`src/rtl/fft_1_pkg.sv`:
```
// Shared constants, state encoding and latency helper for the 16-point FFT sequencer.
package fft_1_pkg;

  localparam int LOG2N       = 4;
  localparam int N           = 1 << LOG2N;
  localparam int HALF_N      = N / 2;
  localparam int STAGE_W     = $clog2(LOG2N);
  localparam int RAM_LAT_DEF = 1;
  localparam int MUL_LAT_DEF = 1;

  // The drain gap lets the last write-back of a stage land before the next stage reads.
  function automatic int drainCycles(input int ramLat, input int mulLat);
    return ramLat + mulLat + 1;
  endfunction

  localparam int DRAIN_CYC = drainCycles(RAM_LAT_DEF, MUL_LAT_DEF);

  typedef enum logic [1:0] {
    IDLE,
    RUN,
    DRAIN,
    DONE
  } state_t;

endpackage

```
`src/rtl/fft_1_ctrl_if.sv`:
```
// Control/RAM-side bundle of the FFT sequencer; master is the controller.
interface fft_1_ctrl_if;
  import fft_1_pkg::*;

  logic                 start;
  logic                 busy;
  logic                 done;
  logic [STAGE_W-1:0]   stage;
  logic                 rd_en_n;
  logic [LOG2N-1:0]     rd_addr_n;
  logic                 rd_en_m;
  logic [LOG2N-1:0]     rd_addr_m;
  logic [LOG2N-2:0]     tw_index;
  logic                 wr_en;
  logic [LOG2N-1:0]     wr_addr_m;
  logic [LOG2N-1:0]     wr_addr_n;
  logic                 scale;

  modport master (
    input  start,
    output busy, done, stage,
    output rd_en_n, rd_addr_n, rd_en_m, rd_addr_m,
    output tw_index, wr_en, wr_addr_m, wr_addr_n, scale
  );

  modport slave (
    output start,
    input  busy, done, stage,
    input  rd_en_n, rd_addr_n, rd_en_m, rd_addr_m,
    input  tw_index, wr_en, wr_addr_m, wr_addr_n, scale
  );

endinterface

```
`src/rtl/fft_1_addr_gen.sv`:
```
// In-place radix-2 DIT addressing: (stage, butterfly) -> (upper a, lower n, twiddle).
module fft_1_addr_gen
  import fft_1_pkg::*;
(
  input  logic [STAGE_W-1:0] i_stage,
  input  logic [LOG2N-2:0]   i_b,
  output logic [LOG2N-1:0]   o_a,
  output logic [LOG2N-1:0]   o_n,
  output logic [LOG2N-2:0]   o_tw
);

  logic [LOG2N-1:0] w_bExt;
  logic [LOG2N-1:0] w_half;
  logic [LOG2N-1:0] w_pos;
  logic [LOG2N-1:0] w_grp;

  // Groups are 2*half apart; the twiddle stride shrinks as the span grows.
  always_comb begin
    w_bExt = {1'b0, i_b};
    w_half = LOG2N'(1) << i_stage;
    w_pos  = w_bExt & (w_half - 1'b1);
    w_grp  = w_bExt >> i_stage;
    o_a    = ((w_grp << i_stage) << 1) | w_pos;
    o_n    = o_a + w_half;
    o_tw   = w_pos[LOG2N-2:0] << (STAGE_W'(LOG2N - 1) - i_stage);
  end

endmodule

```
`src/rtl/fft_1_ctrl.sv`:
```
// Stage/butterfly sequencer for the 16-point in-place FFT around butterfly_1.
// Build option FFT_1_CTRL_SCALE_EN drives scale with every write-back.
module fft_1_ctrl
  import fft_1_pkg::*;
#(
  parameter int RAM_LAT = RAM_LAT_DEF,
  parameter int MUL_LAT = MUL_LAT_DEF
)
(
  input  logic          clk,
  input  logic          rst,
  fft_1_ctrl_if.master  bus
);

  localparam int WR_LAT    = RAM_LAT + MUL_LAT;
  localparam int DRAIN_LEN = drainCycles(RAM_LAT, MUL_LAT);
  localparam int DRAIN_W   = $clog2(DRAIN_LEN + 1);

  localparam logic [LOG2N-2:0]   LAST_B     = (LOG2N-1)'(HALF_N - 1);
  localparam logic [DRAIN_W-1:0] LAST_D     = DRAIN_W'(DRAIN_LEN - 1);
  localparam logic [STAGE_W-1:0] LAST_STAGE = STAGE_W'(LOG2N - 1);

  state_t             r_state;
  state_t             w_nextState;
  logic [LOG2N-2:0]   r_bIdx;
  logic [DRAIN_W-1:0] r_drainCnt;
  logic [STAGE_W-1:0] r_stage;
  logic [LOG2N-1:0]   r_lastN;

  logic               w_issue;
  logic [LOG2N-1:0]   w_a;
  logic [LOG2N-1:0]   w_n;
  logic [LOG2N-2:0]   w_tw;

  logic [MUL_LAT-1:0] r_mVld;
  logic [LOG2N-1:0]   r_mAddr [MUL_LAT];
  logic [RAM_LAT-1:0] r_tVld;
  logic [LOG2N-2:0]   r_tw    [RAM_LAT];
  logic [WR_LAT-1:0]  r_wVld;
  logic [LOG2N-1:0]   r_wAddrM [WR_LAT];
  logic [LOG2N-1:0]   r_wAddrN [WR_LAT];

  fft_1_addr_gen u_addrGen (
    .i_stage (r_stage),
    .i_b     (r_bIdx),
    .o_a     (w_a),
    .o_n     (w_n),
    .o_tw    (w_tw)
  );

  always_ff @(posedge clk or posedge rst) begin
    if (rst) r_state <= IDLE;
    else     r_state <= w_nextState;
  end

  always_comb begin
    w_nextState = r_state;
    case (r_state)
      IDLE:    if (bus.start) w_nextState = RUN;
      RUN:     if (r_bIdx == LAST_B) w_nextState = DRAIN;
      DRAIN:   if (r_drainCnt == LAST_D)
                 w_nextState = (r_stage == LAST_STAGE) ? DONE : RUN;
      DONE:    w_nextState = IDLE;
      default: w_nextState = IDLE;
    endcase
  end

  // Stage advances on leaving DRAIN so it is already new in the first RUN cycle.
  always_ff @(posedge clk or posedge rst) begin
    if (rst) begin
      r_bIdx     <= '0;
      r_drainCnt <= '0;
      r_stage    <= '0;
      r_lastN    <= '0;
    end else begin
      case (r_state)
        IDLE: begin
          r_bIdx     <= '0;
          r_drainCnt <= '0;
          r_stage    <= '0;
        end
        RUN: begin
          r_bIdx  <= r_bIdx + 1'b1;
          r_lastN <= w_n;
        end
        DRAIN: begin
          if (r_drainCnt == LAST_D) begin
            r_drainCnt <= '0;
            if (r_stage != LAST_STAGE) r_stage <= r_stage + 1'b1;
          end else begin
            r_drainCnt <= r_drainCnt + 1'b1;
          end
        end
        DONE:    r_stage <= '0;
        default: r_stage <= '0;
      endcase
    end
  end

  // Valid-tagged delay lines; payload only moves with a valid so outputs hold.
  always_ff @(posedge clk or posedge rst) begin
    if (rst) begin
      r_mVld <= '0;
      r_tVld <= '0;
      r_wVld <= '0;
      for (int i = 0; i < MUL_LAT; i++) r_mAddr[i] <= '0;
      for (int i = 0; i < RAM_LAT; i++) r_tw[i] <= '0;
      for (int i = 0; i < WR_LAT; i++) begin
        r_wAddrM[i] <= '0;
        r_wAddrN[i] <= '0;
      end
    end else begin
      r_mVld[0] <= w_issue;
      r_tVld[0] <= w_issue;
      r_wVld[0] <= w_issue;
      if (w_issue) begin
        r_mAddr[0]  <= w_a;
        r_tw[0]     <= w_tw;
        r_wAddrM[0] <= w_a;
        r_wAddrN[0] <= w_n;
      end
      for (int i = 1; i < MUL_LAT; i++) begin
        r_mVld[i] <= r_mVld[i-1];
        if (r_mVld[i-1]) r_mAddr[i] <= r_mAddr[i-1];
      end
      for (int i = 1; i < RAM_LAT; i++) begin
        r_tVld[i] <= r_tVld[i-1];
        if (r_tVld[i-1]) r_tw[i] <= r_tw[i-1];
      end
      for (int i = 1; i < WR_LAT; i++) begin
        r_wVld[i] <= r_wVld[i-1];
        if (r_wVld[i-1]) begin
          r_wAddrM[i] <= r_wAddrM[i-1];
          r_wAddrN[i] <= r_wAddrN[i-1];
        end
      end
    end
  end

  assign w_issue       = (r_state == RUN);
  assign bus.busy      = (r_state == RUN) || (r_state == DRAIN);
  assign bus.done      = (r_state == DONE);
  assign bus.stage     = r_stage;
  assign bus.rd_en_n   = w_issue;
  assign bus.rd_addr_n = w_issue ? w_n : r_lastN;
  assign bus.rd_en_m   = r_mVld[MUL_LAT-1];
  assign bus.rd_addr_m = r_mAddr[MUL_LAT-1];
  assign bus.tw_index  = r_tw[RAM_LAT-1];
  assign bus.wr_en     = r_wVld[WR_LAT-1];
  assign bus.wr_addr_m = r_wAddrM[WR_LAT-1];
  assign bus.wr_addr_n = r_wAddrN[WR_LAT-1];

`ifdef FFT_1_CTRL_SCALE_EN
  assign bus.scale = r_wVld[WR_LAT-1];
`else
  assign bus.scale = 1'b0;
`endif

endmodule

```
`src/flat_wrapper.sv`:
```
// flat-port wrapper written by rule: the top's interface ports become plain ports
module fft_1_ctrl_flat import fft_1_pkg::*;
#(
  parameter int RAM_LAT = RAM_LAT_DEF,
  parameter int MUL_LAT = MUL_LAT_DEF
)
  (clk, rst, bus_start, bus_busy, bus_done, bus_stage, bus_rd_en_n, bus_rd_addr_n, bus_rd_en_m, bus_rd_addr_m, bus_tw_index, bus_wr_en, bus_wr_addr_m, bus_wr_addr_n, bus_scale);
  fft_1_ctrl_if bus_i ();
  input  logic clk;
  input  logic rst;
  input wire logic [$bits(bus_i.start)-1:0] bus_start;
  output wire logic [$bits(bus_i.busy)-1:0] bus_busy;
  output wire logic [$bits(bus_i.done)-1:0] bus_done;
  output wire logic [$bits(bus_i.stage)-1:0] bus_stage;
  output wire logic [$bits(bus_i.rd_en_n)-1:0] bus_rd_en_n;
  output wire logic [$bits(bus_i.rd_addr_n)-1:0] bus_rd_addr_n;
  output wire logic [$bits(bus_i.rd_en_m)-1:0] bus_rd_en_m;
  output wire logic [$bits(bus_i.rd_addr_m)-1:0] bus_rd_addr_m;
  output wire logic [$bits(bus_i.tw_index)-1:0] bus_tw_index;
  output wire logic [$bits(bus_i.wr_en)-1:0] bus_wr_en;
  output wire logic [$bits(bus_i.wr_addr_m)-1:0] bus_wr_addr_m;
  output wire logic [$bits(bus_i.wr_addr_n)-1:0] bus_wr_addr_n;
  output wire logic [$bits(bus_i.scale)-1:0] bus_scale;
  assign bus_i.start = bus_start;
  assign bus_busy = bus_i.busy;
  assign bus_done = bus_i.done;
  assign bus_stage = bus_i.stage;
  assign bus_rd_en_n = bus_i.rd_en_n;
  assign bus_rd_addr_n = bus_i.rd_addr_n;
  assign bus_rd_en_m = bus_i.rd_en_m;
  assign bus_rd_addr_m = bus_i.rd_addr_m;
  assign bus_tw_index = bus_i.tw_index;
  assign bus_wr_en = bus_i.wr_en;
  assign bus_wr_addr_m = bus_i.wr_addr_m;
  assign bus_wr_addr_n = bus_i.wr_addr_n;
  assign bus_scale = bus_i.scale;
  fft_1_ctrl #(.RAM_LAT(RAM_LAT), .MUL_LAT(MUL_LAT)) u_core (.clk(clk), .rst(rst), .bus(bus_i));
endmodule
```
`config.mk`:
```
export PLATFORM = sky130hd
export DESIGN_NAME = fft_1_ctrl_flat
export DESIGN_NICKNAME = d
export VERILOG_FILES = /design/src/rtl/fft_1_pkg.sv /design/src/rtl/fft_1_ctrl_if.sv /design/src/rtl/fft_1_addr_gen.sv /design/src/rtl/fft_1_ctrl.sv /design/src/flat_wrapper.sv
export SDC_FILE = /design/constraint.sdc
export NUM_CORES = 1
export LEC_CHECK = 0
export BUFFER_PORTS_ARGS = -buffer_cell sky130_fd_sc_hd__clkbuf_2
export CORE_MARGIN = 2
export CORE_UTILIZATION = 45
export CTS_CLUSTER_DIAMETER = 60
export CTS_CLUSTER_SIZE = 40
export DETAILED_ROUTE_END_ITERATION = 16
export PLACE_DENSITY = 0.67
export SLEW_MARGIN = 20
export SYNTH_ARGS = -nofsm -noshare
export SYNTH_HDL_FRONTEND = slang
export SYNTH_SLANG_ARGS = --single-unit
export TNS_END_PERCENT = 5
```
`constraint.sdc`:
```
create_clock -name clk -period 2.9 [get_ports clk]
set_input_delay 0.725 -clock clk [delete_from_list [all_inputs] [get_ports clk]]
set_output_delay 0.725 -clock clk [all_outputs]
set_load 0.1 [all_outputs]
```
==> results.json <==
{
  "drive_gt1_share_pct": 43.9,
  "synthFlopType": "dfrtp_1",
  "synth_edf_count": 0,
  "r2r_start": "u_core.bus.stage[0]$_DFFE_PP0P_",
  "drc": 0,
  "grt_pass1_wl_mm": 5.51,
  "synth_most_common_cell": "dfrtp_1",
  "crit_path_start": "u_core.bus.stage[0]$_DFFE_PP0P_",
  "diodes": 0,
  "crit_required_ps": 2170,
  "synth.distinct_cells": 34,
  "drt_wl_total_mm": 3.21,
  "tritoncts": "done",
  "grt_antenna_before_repair": 0,
  "fp.dieH_um": 64.9,
  "yosysTopAreaCell": "dfrtp_1",
  "fin_hold_ws_ps": 485,
  "rr_worst_depth": 5,
  "syn_avg_cell_area_um2": 11.4,
  "reg2reg_slack_ps": 890,
  "min_path_cells": 1,
  "fin_ws_ps": -140,
  "firstDrtPassIters": 4,
  "seq_area_frac_synth_pct": 50.9,
  "fin_crit_sh_pct": 105,
  "cts_made_buffers": 5,
  "syn_to_final_growth_pct": 30.3,
  "cp_num_buf_inv": 1,
  "clock_latency_ps": 280,
  "cts.sinks": 34,
  "synth_common_cells": "dfrtp_1, ha_1, mux2_2",
  "critPathTopFamily": "compound AO/OA/AOI/OAI gates",
  "ios": 30,
  "rr_endpoint": "u_core.r_state[1]$_DFFE_PP0P_",
  "place.gp.congestion": 0.846,
  "port_buffers": 28,
  "rows": 22,
  "yosys_warnings": 0,
  "final_max_slew_viol_count": 0,
  "synthArstFlopShare_pct": 100,
  "gr-usage-all-layers_pct": 17.6,
  "core_area_um2": 3610,
  "start_kind": "flop",
  "setup_violations": 3,
  "violations": "negative setup slack",
  "min_period_ps": 3040,
  "grt-ovfl-total": 0,
  "hold_viol": 0,
  "holdCritStartpoint": "u_core.r_wAddrN[6]$_DFFE_PP0P_",
  "worstPathArrival_ps": 2320,
  "dieArea_um2": 4220,
  "cp_common_cell": "ha_4",
  "grt_pass1_vias": 1161,
  "htreeDepth": 2,
  "end_kind": "output port",
  "nets": 204,
  "worst_clock_skew_ps": 0.951,
  "start_util_pct": 46.3,
  "status": "complete, but fails checks",
  "die_w_um": 64.9,
  "synthTopCellsByArea": "dfrtp_1, ha_1, mux2_2, inv_1, o21ai_0",
  "crit_type": "reg2out",
  "cap_violations": 0,
  "clockBufferDepth": 2,
  "clk_pin_slew_ps": 60,
  "num_vias": 1192,
  "cp_slowest_stage_delay_ps": 510,
  "yosys_register_bits": 34,
  "grt_setup_unrepaired": "yes",
  "worstPathMaxFanout": 4,
  "root_buffer": "clkbuf_8",
  "worst_slew_margin_rel_pct": 55.4,
  "syn_inst": 146,
  "ant_nets": 0,
  "crit_path_top_delay_cell": "dfrtp_4",
  "grt_max_degree": 20,
  "synth_top_area_share_pct": 50.9,
  "drt-initial-drc-count": 66,
  "hp-class": "reg2reg",
  "hpwl_mm": 2.26,
  "vias_per_cell": 5.07,
  "synth_area_um2": 1670,
  "cp_cell_sequence": "ha_4, xnor2_2, a32o_2, ha_4, a21oi_2, xor3_2, a21oi_4, buf_12",
  "avgRoutedWirePerCell_um": 13.6,
  "min_delay_worst_endpoint": "u_core.r_wAddrN[6]$_DFFE_PP0P_",
  "max_freq_ghz": 0.329,
  "tightest_slew_ps": 669
}
-- per-stage QoR --
| stage | cell area (um2) | utilization, % | setup TNS, ps | cells | setup WS, ps |
|---|---|---|---|---|---|
| floorplan | 1740 | - | -815 | 147 | -324 |
| global placement | 1970 | 54.7 | 0 | 219 | 72.8 |
| detailed placement | 1970 | 54.7 | 0 | 219 | 50.9 |
| CTS | 2160 | 59.9 | -411 | 234 | -170 |
| global route | 2180 | 60.4 | -654 | 235 | -242 |
| finish | 2180 | 60.4 | -370 | 235 | -140 |
-- state kept, by name, indices dropped and copies added (netlist names) --
register,flops
u_core.bus.rd_addr_m,4
u_core.bus.wr_addr_m,4
u_core.bus.wr_addr_n,4
u_core.r_lastN,4
u_core.r_wAddrN,4
u_core.bus.tw_index,3
u_core.r_bIdx,3
u_core.bus.stage,2
u_core.r_drainCnt,2
u_core.r_state,2
u_core.r_wVld,2
-- placed cells by master (no fill, tap or decap), types with 3 or more instances in the layout --
cell,count
dfrtp_1,32
clkbuf_2,25
buf_4,15
mux2_2,12
inv_1,9
nor2_1,9
nand2_1,8
ha_1,8
o21ai_0,6
clkbuf_8,6
nor2b_1,3
nand2b_1,3
ha_4,3
buf_12,3
-- kinds of logic (layout without fill, tap and decap cells) --
group	count (synthesis)	in the layout	share of synthesized area (%)
flops	34	34	50.9
simple gates	33	33	9.89
compound gates	26	26	10.4
buf+inv	21	61	5.84
fa+ha+maj	14	14	10.9
mux	14	14	9.29
xor+xnor	3	3	2.47
other cells	1	2	0.225
-- area by class of cell --
type                    instances  area (um2)
well taps                      48        60.1
inverters                      11        48.8
clock buffers                   7        86.3
repair buffers                 43         298
flip-flops and latches         34         858
fillers                       309        1430
multi-input cells              92         826
-- layer usage --
layer | vias up | global-route usage [%] | wire length (um) | part of all wire (%)
met5 | - | 0 | 0 | 0
met4 | 0 | 8.78 | 69 | 2.2
met3 | 5 | 5.21 | 158 | 4.9
met2 | 32 | 27.3 | 1520 | 48
met1 | 578 | 22.4 | 1450 | 45
li1 | 577 | - | - | -
-- worst max-delay path by stage --
stage,endpoint,slack (ps),cells after the start
after floorplan,bus_rd_addr_n[3],-320,8
after global placement,bus_rd_addr_n[3],70,8
after detailed placement,bus_rd_addr_n[3],50,9
after CTS,bus_rd_addr_n[3],-170,8
after global routing,bus_rd_addr_n[3],-240,8
final,bus_rd_addr_n[3],-140,8
-- worst reg2reg max path, stage by stage, from the launching register on --
cell and delay, ps:
dfrtp_4 510, buf_4 160, ha_1 220, or3b_1 400, a2111oi_0 410, o21ba_1 200
-- repair_timing --
action,4_1_cts,5_1_grt
gates resized for setup,10,2
gates cloned,0,0
hold buffers,0,0
endpoints found under the setup margin,3,3
setup buffers,8,1
pin swaps,7,3
Power is not shown: default switching activity piles up to over one toggle a cycle in this logic, so the estimate is an artifact.
